## config.mk

```make
export PLATFORM = sky130hd
export DESIGN_NAME = fast_to_slow_sender
export DESIGN_NICKNAME = d
export VERILOG_FILES = /design/src/rtl/fast_to_slow_sender.sv
export SDC_FILE = /design/constraint.sdc
export NUM_CORES = 1
export LEC_CHECK = 0
export CAP_MARGIN = 20
export CORE_MARGIN = 4
export CORE_UTILIZATION = 59
export CTS_BUF_LIST = sky130_fd_sc_hd__clkbuf_8 sky130_fd_sc_hd__clkbuf_16
export CTS_CLUSTER_DIAMETER = 40
export CTS_CLUSTER_SIZE = 24
export DETAILED_ROUTE_END_ITERATION = 8
export GPL_TIMING_DRIVEN = 0
export PLACE_DENSITY = 0.82
export SETUP_SLACK_MARGIN = 0.02
export SLEW_MARGIN = 20
export SYNTH_ARGS = -nofsm -noshare
export SYNTH_HDL_FRONTEND = slang
export SYNTH_SLANG_ARGS = --single-unit
```

## constraint.sdc

```tcl
create_clock -name clk -period 7 [get_ports clk]
set_clock_uncertainty 0.2 [all_clocks]
set_input_delay 1.05 -clock clk [delete_from_list [all_inputs] [get_ports clk]]
set_output_delay 1.05 -clock clk [all_outputs]
set_load 0.05 [all_outputs]
```

## src/rtl/fast_to_slow_sender.sv

```systemverilog
// Fast-domain sender: buffers M-bit words in a small FIFO and hands them to a slower
// domain one at a time with a 4-phase req/ack handshake; ack_in is resynchronised here.
module fast_to_slow_sender #(
  parameter int M           = 15,
  parameter int DEPTH       = 4,
  parameter int SYNC_STAGES = 3
) (
  input  logic         clk,
  input  logic         rst,
  input  logic         valid_in,
  input  logic [M-1:0] data_in,
  input  logic         ack_in,
  output logic         req_out,
  output logic [M-1:0] data_out,
  output logic         full,
  output logic         busy,
  output logic         overflow
);

  localparam int PW = $clog2(DEPTH);
  localparam int CW = PW + 1;

  typedef enum logic [1:0] {
    IDLE    = 2'd0,
    REQ     = 2'd1,
    RELEASE = 2'd2
  } state_t;

  state_t                 state_q, state_d;
  logic [SYNC_STAGES-1:0] ack_sync_q, ack_sync_d;
  logic [PW-1:0]          wr_ptr_q, wr_ptr_d;
  logic [PW-1:0]          rd_ptr_q, rd_ptr_d;
  logic [CW-1:0]          count_q, count_d;
  logic                   overflow_q, overflow_d;
  logic                   req_q, req_d;
  logic [M-1:0]           data_q, data_d;
  logic [M-1:0]           fifo_mem [DEPTH];
  logic                   ack_s;
  logic                   push;
  logic                   pop;
  logic                   full_w;

  assign ack_s  = ack_sync_q[SYNC_STAGES-1];
  assign full_w = (count_q == CW'(DEPTH));
  // Words leave the FIFO only as a new handshake is launched.
  assign pop    = (state_q == IDLE) && (count_q != '0);
  assign push   = valid_in && !full_w;

  // State register and all other flops.
  always_ff @(posedge clk) begin
    if (rst) begin
      state_q    <= IDLE;
      ack_sync_q <= '0;
      wr_ptr_q   <= '0;
      rd_ptr_q   <= '0;
      count_q    <= '0;
      overflow_q <= 1'b0;
      req_q      <= 1'b0;
      data_q     <= '0;
    end else begin
      state_q    <= state_d;
      ack_sync_q <= ack_sync_d;
      wr_ptr_q   <= wr_ptr_d;
      rd_ptr_q   <= rd_ptr_d;
      count_q    <= count_d;
      overflow_q <= overflow_d;
      req_q      <= req_d;
      data_q     <= data_d;
    end
  end

  always_ff @(posedge clk) begin
    if (push) begin
      fifo_mem[wr_ptr_q] <= data_in;
    end
  end

  always_comb begin
    ack_sync_d = {ack_sync_q[SYNC_STAGES-2:0], ack_in};
    wr_ptr_d   = wr_ptr_q + PW'(push);
    rd_ptr_d   = rd_ptr_q + PW'(pop);
    count_d    = count_q + CW'(push) - CW'(pop);
    overflow_d = overflow_q || (valid_in && full_w);
  end

  // Next-state logic.
  always_comb begin
    state_d = state_q;
    case (state_q)
      IDLE:    if (count_q != '0) state_d = REQ;
      REQ:     if (ack_s)         state_d = RELEASE;
      RELEASE: if (!ack_s)        state_d = IDLE;
      default:                    state_d = IDLE;
    endcase
  end

  // req_out is a flop so the slow side never sees a decode glitch.
  always_comb begin
    req_d  = (state_d == REQ);
    data_d = data_q;
    if (pop) begin
      data_d = fifo_mem[rd_ptr_q];
    end
  end

  assign req_out  = req_q;
  assign data_out = data_q;
  assign full     = full_w;
  assign busy     = (state_q != IDLE) || (count_q != '0);
  assign overflow = overflow_q;

endmodule
```

Word-level counts from Yosys, hierarchy flattened
Memory sizes are Yosys's and may differ from the RTL's. A register that Yosys moved wholly into a read port is not among the register bits.
Cells that the tools add are included.
{"block": "word_totals", "n_memories": 1, "ram_bits": 60, "elab_cells": 31, "ff_bits": 14, "output_inout_bits": 19}
{"memory": "fifo_mem", "depth": 4, "width": 15, "rd": 1, "rd_clocked_by_memory_dff": 1, "wr": 1, "line_no": "37", "source": "logic [M-1:0] fifo_mem [DEPTH];"}
{"block": "op_classes", "reduce_logical": 9, "eq_ne": 4, "n_addsub": 4, "muxes": 6}
{"op": "2-to-1 mux 2 bit", "n": 3}
{"op": "one-hot mux 2 bit (3 select lines)", "n": 1}
{"op": "adder 2 x 1 -> 2 bit", "n": 2}
{"op": "== test 2 x 1 -> 1 bit (second input constant)", "n": 2}
{"op": "adder 3 x 1 -> 3 bit", "n": 1}
{"op": "== test 3 bit (second input constant)", "n": 1}
{"op": "logical AND 1 bit", "n": 3}
{"op": "nonzero test 3 bit", "n": 1}
{"op": "subtractor 3 x 1 -> 3 bit", "n": 1}
{"op": "== test 2 bit (second input constant)", "n": 1}
{"op": "zero test 2 bit", "n": 1}
{"op": "logical OR 1 bit", "n": 2}
{"op": "2-to-1 mux 1 bit", "n": 2}
{"op": "nonzero test 2 bit", "n": 1}
{"op": "zero test 1 bit", "n": 1}

Longest topological paths before layout
Gate-level depths: netlist of run 1.
{"block": "depth", "depth_word": 5, "mapped_depth": 10}

Worst setup path after synthesis of run 1
Ideal clock, no wire load.
{"block": "synth_timing", "path_type": "input -> register", "from": "input port valid_in", "to": "memory fifo_mem[1][0], enable pin", "slack_ps": 4053, "arrival_ps": 2337, "setup_ps": 409, "cell_stages": 2, "cell_sequence": "nand2b_1 > nor3b_1"}
{"block": "synth_via", "elab_chain_len": 3}
{"element": "start: declaration", "line_no": "10", "source": "input logic valid_in,"}
{"element": "logical AND 1 bit", "line_no": "47", "source": "assign push = valid_in && !full_w;"}
{"element": "2-to-1 mux 1 bit", "line_no": "73", "source": "if (push) begin"}
{"element": "2-to-1 mux 1 bit (implied by the code)", "line_no": "74", "source": "fifo_mem[wr_ptr_q] <= data_in;"}
{"element": "end: declaration", "line_no": "37"}
Every way passes these cells.

Worst setup path after layout of run 1
{"block": "layout_timing", "from": "register count_q[1]", "to": "output port busy"}
{"block": "layout_via", "elab_chain_len": 2}
{"element": "start: declaration", "line_no": "33", "source": "logic [CW-1:0] count_q, count_d;"}
{"element": "start signal: assignment", "line_no": "65", "source": "count_q <= count_d;"}
{"element": "nonzero test 3 bit", "line_no": "109", "source": "assign busy = (state_q != IDLE) || (count_q != '0);"}
{"element": "logical OR 1 bit", "line_no": "109"}
{"element": "end: declaration", "line_no": "16", "source": "output logic busy,"}
Every way passes these cells.

==> out/metrics.cfg, run 1 <==
[outcome]
status=completed

[yosys]
seq_area_frac_synth_pct=70.9
netlist_instances=207
ys_ff_latch=89
syn_area_sq_mm=0.00336
async_flop_share_pct=0
synth_top_area_share_pct=53.6
synth.area.top_cells=edfxtp_1, dfxtp_1, mux4_1, mux4_2, a21oi_1
yosys.area.top_type=edfxtp_1
yosys_warnings=0
synth.distinct_cells=32
synth_edf_count=60
ys.flop_type=edfxtp_1
synth_nets=229
avgSynthCellArea_sq_um=16.2

[cts]
cts_tree=done
postCtsSetupRepairBufs=0
cts_max_level=3
hold_buffers=0
clock-sinks=89
clockBufferDepth=2
cts-root-buf=clkbuf_8
path_clk_slew_ns=0.09
ctsResizeCount=0
cts_buffers=9
clk_latency_ns=0.35

[timing]
tightest_slew_ns=0.791
fin_crit_ns=3.51
slew_violations=0
fin_crit_sh_pct=50.2
relSlewSlack_pct=47.3
max_clock_freq_mhz=285
whs_ns=0.259
grt_setup_unrepaired=no
setup_viol=0
fin_setup_tns_ns=0
hold_viol_final=0

[global_routing]
antenna_found_initial=0
grt_pass1_wl_um=9740
grtUsageTotal_pct=18.5
overflow=0
grt_pass1_vias=1952
grt_max_degree=17

[detailed_routing]
wirelength_um=6110
postRouteAntennaNets=0
wl_per_cell_um=18.2
viasPerCell=5.73
drt_iter0_drc=98
wl_met1_um=2600
wl_met2_um=3140
wl_met3_um=274
vias=1920
top_layer=met4
drc=0
dr.pass1.iters=4

[finish]
design_area_sq_mm=0.00404
drive_gt1_share_pct=16.0
areaGrowthSynthToFinish_pct=20.3
antenna_cells=0
final_cell_mix=edfxtp_1, clkdlybuf4s50_1, dfxtp_1, a21oi_1
nets=280
post-route-util_pct=73.4
final_common_cell=edfxtp_1

[setup_path]
crit_path_start_kind=flip-flop
endpoint_kind=output pin
path_class=reg -> out
critPathSlowestCell=clkdlybuf4s50_1
crit_fanout=10
crit_arrival_ns=2.26
path_cells=nor3_2 > buf_2 > nand2_1 > clkdlybuf4s50_1
critical_path_required_ns=5.75
critPathMaxStageDelay_ns=0.70

[power]
power_switching_uw=625
irDropWorstVdd_mv=0.228
pwr-share-clk_pct=19.0
p_seq_share_pct=41.9
pwr-share-comb_pct=39.1
power_density_mw_per_mm2=416
power.internal_uw=1060
p_sw_share_pct=37.1
power.total_uw=1680
power.leakage_uw=0.00137

[die]
die-area_sq_mm=0.00697
die_x_um=83.5
fp-row-count=27
core_sq_mm=0.00551
io_pins=38
start_util_pct=61.0
die_h_um=83.5

[place]
finalWeightedCongestion=0.731
placed_area_sq_mm=0.00387
portBuffers=37
hpwl_um=4080

[flow_run]
drv_cap=0

[hold_path]
timing.hold.worst.class=reg -> reg

[per-layer routing]
layer | GRT usage [%] | up-vias
met5 | 0 | -
met4 | 7.31 | 0
met3 | 4.94 | 13
met2 | 31.4 | 50
met1 | 22.5 | 962
li1 | - | 895
[path summary, 6_finish.rpt]
kind              slack [ns]  cells past startpoint                        to                      from
setup / recovery        3.49                      4                      busy     count_q[1]$_SDFF_PP0_
hold / removal          0.26                      1  ack_sync_q[1]$_SDFF_PP0_  ack_sync_q[0]$_SDFF_PP0_
setup reg to reg        4.47                     10     count_q[2]$_SDFF_PP0_     count_q[1]$_SDFF_PP0_
hold reg to reg         0.26                      1  ack_sync_q[1]$_SDFF_PP0_  ack_sync_q[0]$_SDFF_PP0_
[per-stage QoR]
stage / cells / worst slack (ns)
2_1_floorplan: 207 / 4.05
3_3_place_gp: 316 / 2.71
3_5_place_dp: 319 / 3.72
4_1_cts: 335 / 3.44
5_1_grt: 335 / 3.29
6_report: 335 / 3.49
[cell type report]
type                       instances  area [sq um]
tap                               72          90.1
clock inverter                     7          53.8
buffer                            13          81.3
timing repair buffer              40           400
multi-input combinational        103           905
inverter                           2          7.51
sequential                        89          2380
fill                             357          1460
clock buffer                       9           124
[Yosys cell counts, types with 3 or more instances]
master	number
xnor2_1	3
clkbuf_1	3
nor3b_1	3
o21ai_0	16
a21oi_1	19
buf_2	7
mux4_2	7
mux4_1	8
nor2b_1	6
nor2_1	6
edfxtp_1	60
dfxtp_1	29
nand3_1	16
[cells by family (layout without fill, tap and decap cells)]
family                     after synthesis  after routing  share of synthesized area [%]
muxes                                   16             16                           11.3
adders and majority gates                3              3                           1.34
and+or+nand+nor                         45             45                           7.60
xor gates and xnor gates                 4              4                           1.04
AOI/OAI and AO/OA                       35             35                           5.21
buffers and inverters                   15             71                           2.64
DFF                                     89             89                           70.9
[power groups by stage]
stage	clock [uW]	combinational, uW	sequential [uW]
after floorplan	0	334	842
after global placement	0	637	714
after detailed placement	0	662	717
after CTS	322	663	705
after global routing	344	707	714
final	319	657	705
[flip-flops by register name (all words and copies together), names as in the netlist]
signal,cells
fifo_mem,60
data_out,15
req_out,1
count_q,3
state_q,2
wr_ptr_q,2
rd_ptr_q,2
overflow,1
ack_sync_q,3
[worst max-delay path: cells and delay by family, from the launching register on]
kind	cells	cell delay [ns]
flip-flops	1	0.38
AND/OR/NAND/NOR	2	0.53
buffers and inverters	2	1.00
No activity file was read; power rests on OpenSTA's default activity.
==> run 2, diff against run 1 <==
Settings changed: CORE_UTILIZATION 59 to 50, PLACE_DENSITY 0.82 to 0.74.
Clock period 7 ns to 3.1 ns, I/O delays scaled along.
==> out/metrics.cfg, run 2 (synthesis results as in run 1) <==
[cts]
postCtsSetupRepairBufs=0  ; unchanged
clockBufferDepth=2  ; unchanged
cts_tree=done  ; unchanged
clk_latency_ns=0.35  ; about the same
cts_buffers=9  ; unchanged
clock-sinks=89  ; unchanged
path_clk_slew_ns=0.08  ; was 0.09 ns
cts_max_level=3  ; unchanged
cts-root-buf=clkbuf_8  ; unchanged

[die]
die_h_um=90.0  ; was 83.5 um
fp-row-count=29  ; was 27
core_sq_mm=0.00642  ; was 0.00551 sq mm
io_pins=38  ; unchanged
die_x_um=90.0  ; was 83.5 um
start_util_pct=52.3  ; was 61.0%
die-area_sq_mm=0.00810  ; was 0.00697 sq mm

[place]
finalWeightedCongestion=0.735  ; was 0.731
dp_cells=324  ; was 319
portBuffers=37  ; unchanged
hpwl_um=4000  ; was 4080 um

[finish]
finalNonFillerCells=340  ; was 335
top_register=fifo_mem  ; unchanged
post-route-util_pct=63.5  ; was 73.4%
largest_reg_flops=60  ; unchanged
antenna_cells=0  ; unchanged
drive_gt1_share_pct=15.6  ; was 16.0%
final_common_cell=edfxtp_1  ; unchanged
final_cell_mix=edfxtp_1, clkdlybuf4s50_1, dfxtp_1, a21oi_1  ; unchanged
areaGrowthSynthToFinish_pct=21.3  ; was 20.3%
fillerInstances=464  ; was 357
nets=280  ; unchanged

[flow_run]
drv_cap=0  ; unchanged

[hold_path]
hp-start=ack_sync_q[0]$_SDFF_PP0_  ; unchanged
min_path_cells=1  ; unchanged
hold_end=ack_sync_q[1]$_SDFF_PP0_  ; unchanged
timing.hold.worst.class=reg -> reg  ; unchanged

[global_routing]
grt_max_degree=16  ; was 17
grt_pass1_vias=1938  ; was 1952
overflow=0  ; unchanged
grt_pass1_wl_um=9940  ; was 9740 um
antenna_found_initial=0  ; unchanged
grtUsageTotal_pct=16.1  ; was 18.5%

[timing]
fin_crit_ns=2.84
relSlewSlack_pct=40.7  ; was 47.3%
setup_viol=0  ; unchanged
fin_crit_sh_pct=91.8
slew_violations=0  ; unchanged
grt_setup_unrepaired=no  ; unchanged
max_clock_freq_mhz=352
tightest_slew_ns=0.889  ; was 0.791 ns
hold_viol_final=0  ; unchanged

[setup_path]
reg2reg_to=count_q[2]$_SDFF_PP0_  ; unchanged
ff2ff_path_depth=10  ; unchanged
path_class=reg -> out  ; unchanged
reg2reg_from=count_q[2]$_SDFF_PP0_  ; was count_q[1]$_SDFF_PP0_
regToRegSetupSlack_ns=0.57  ; was 4.47 ns
crit_path_start_kind=flip-flop  ; unchanged
endpoint_kind=output pin  ; unchanged
critical_path_required_ns=2.43  ; was 5.75 ns
crit_arrival_ns=2.18  ; was 2.26 ns
crit_fanout=10  ; unchanged

[power]
power_density_mw_per_mm2=950  ; was 416 mW/mm^2
power.leakage_uw=0.00140  ; was 0.00137 uW
power.total_uw=3870  ; was 1680 uW
irDropWorstVdd_mv=0.365  ; was 0.228 mV

[detailed_routing]
top_layer=met4  ; unchanged
wl_per_cell_um=18.2  ; about the same
wl_met3_um=360  ; was 274 um
viasPerCell=5.64  ; was 5.73
wl_met1_um=2670  ; was 2600 um
wl_met2_um=3030  ; was 3140 um
dr.pass1.iters=4  ; unchanged
drt_iter0_drc=177  ; was 98
postRouteAntennaNets=0  ; unchanged
vias=1917  ; was 1920
drc=0  ; unchanged
wirelength_um=6180  ; was 6110 um

[outcome]
status=completed  ; unchanged

## run 2: timing repair
item	in CTS	in global routing
endpoints found under the hold margin	0	0
hold buffers	0	0
setup endpoints to repair	0	1
resized for setup	0	1
## run 2: power by group
part / total [uW] / leakage (uW) / internal (uW) / switching [uW]
combinational: 1490 / 0.000499 / 605 / 886
clock: 792 / 0.000112 / 408 / 383
sequential: 1590 / 0.000788 / 1490 / 103
total: 3870 / 0.00140 / 2500 / 1370
## run 2: how the worst max path moves through the flow
stage                                     start                  endpoint  slack (ns)
after global routing      count_q[1]$_SDFF_PP0_                      busy        0.14
after detailed placement               valid_in     count_q[2]$_SDFF_PP0_        0.41
after floorplan           count_q[1]$_SDFF_PP0_     count_q[2]$_SDFF_PP0_        0.28
after global placement                 valid_in  fifo_mem[2][0]$_DFFE_PP_       -0.71
final                     state_q[1]$_SDFF_PP0_                      busy        0.26
after CTS                 count_q[1]$_SDFF_PP0_                      busy        0.09
## run 2: stage by stage
step	setup TNS (ns)	setup slack [ns]	hold slack, ns	area, sq um
finish	0	0.255	0.247	4080
global route	0	0.143	0.283	4080
CTS	0	0.0935	0.262	4070
detailed placement	0	0.407	0.249	3870
global placement	-25.34	-0.711	0.234	3830
floorplan	0	0.278	0.214	3360
## run 2: final cells by class
type	instances	area, sq um	share of cell area (%)
Inverter	2	7.51	0.184
Clock inverter	5	47.5	1.17
Timing Repair Buffer	40	400	9.82
Multi-Input combinational cell	103	911	22.3
Tap cell	77	96.3	2.36
Clock buffer	11	151	3.71
Sequential cell	89	2380	58.4
Buffer	13	81.3	1.99
## run 2: layer usage
layer  GRT usage (%)  vias up
met4            7.27        0
li1                -      897
met1            20.1      948
met5               0        -
met3            4.09        9
met2            26.5       63
## run 2: worst max-delay path, stage by stage, from the launching register on
cell             delay (ns)
dfxtp_1                0.35
nor2_2                 0.38
buf_2                  0.32
nand2_1                0.08
clkdlybuf4s50_1        0.70
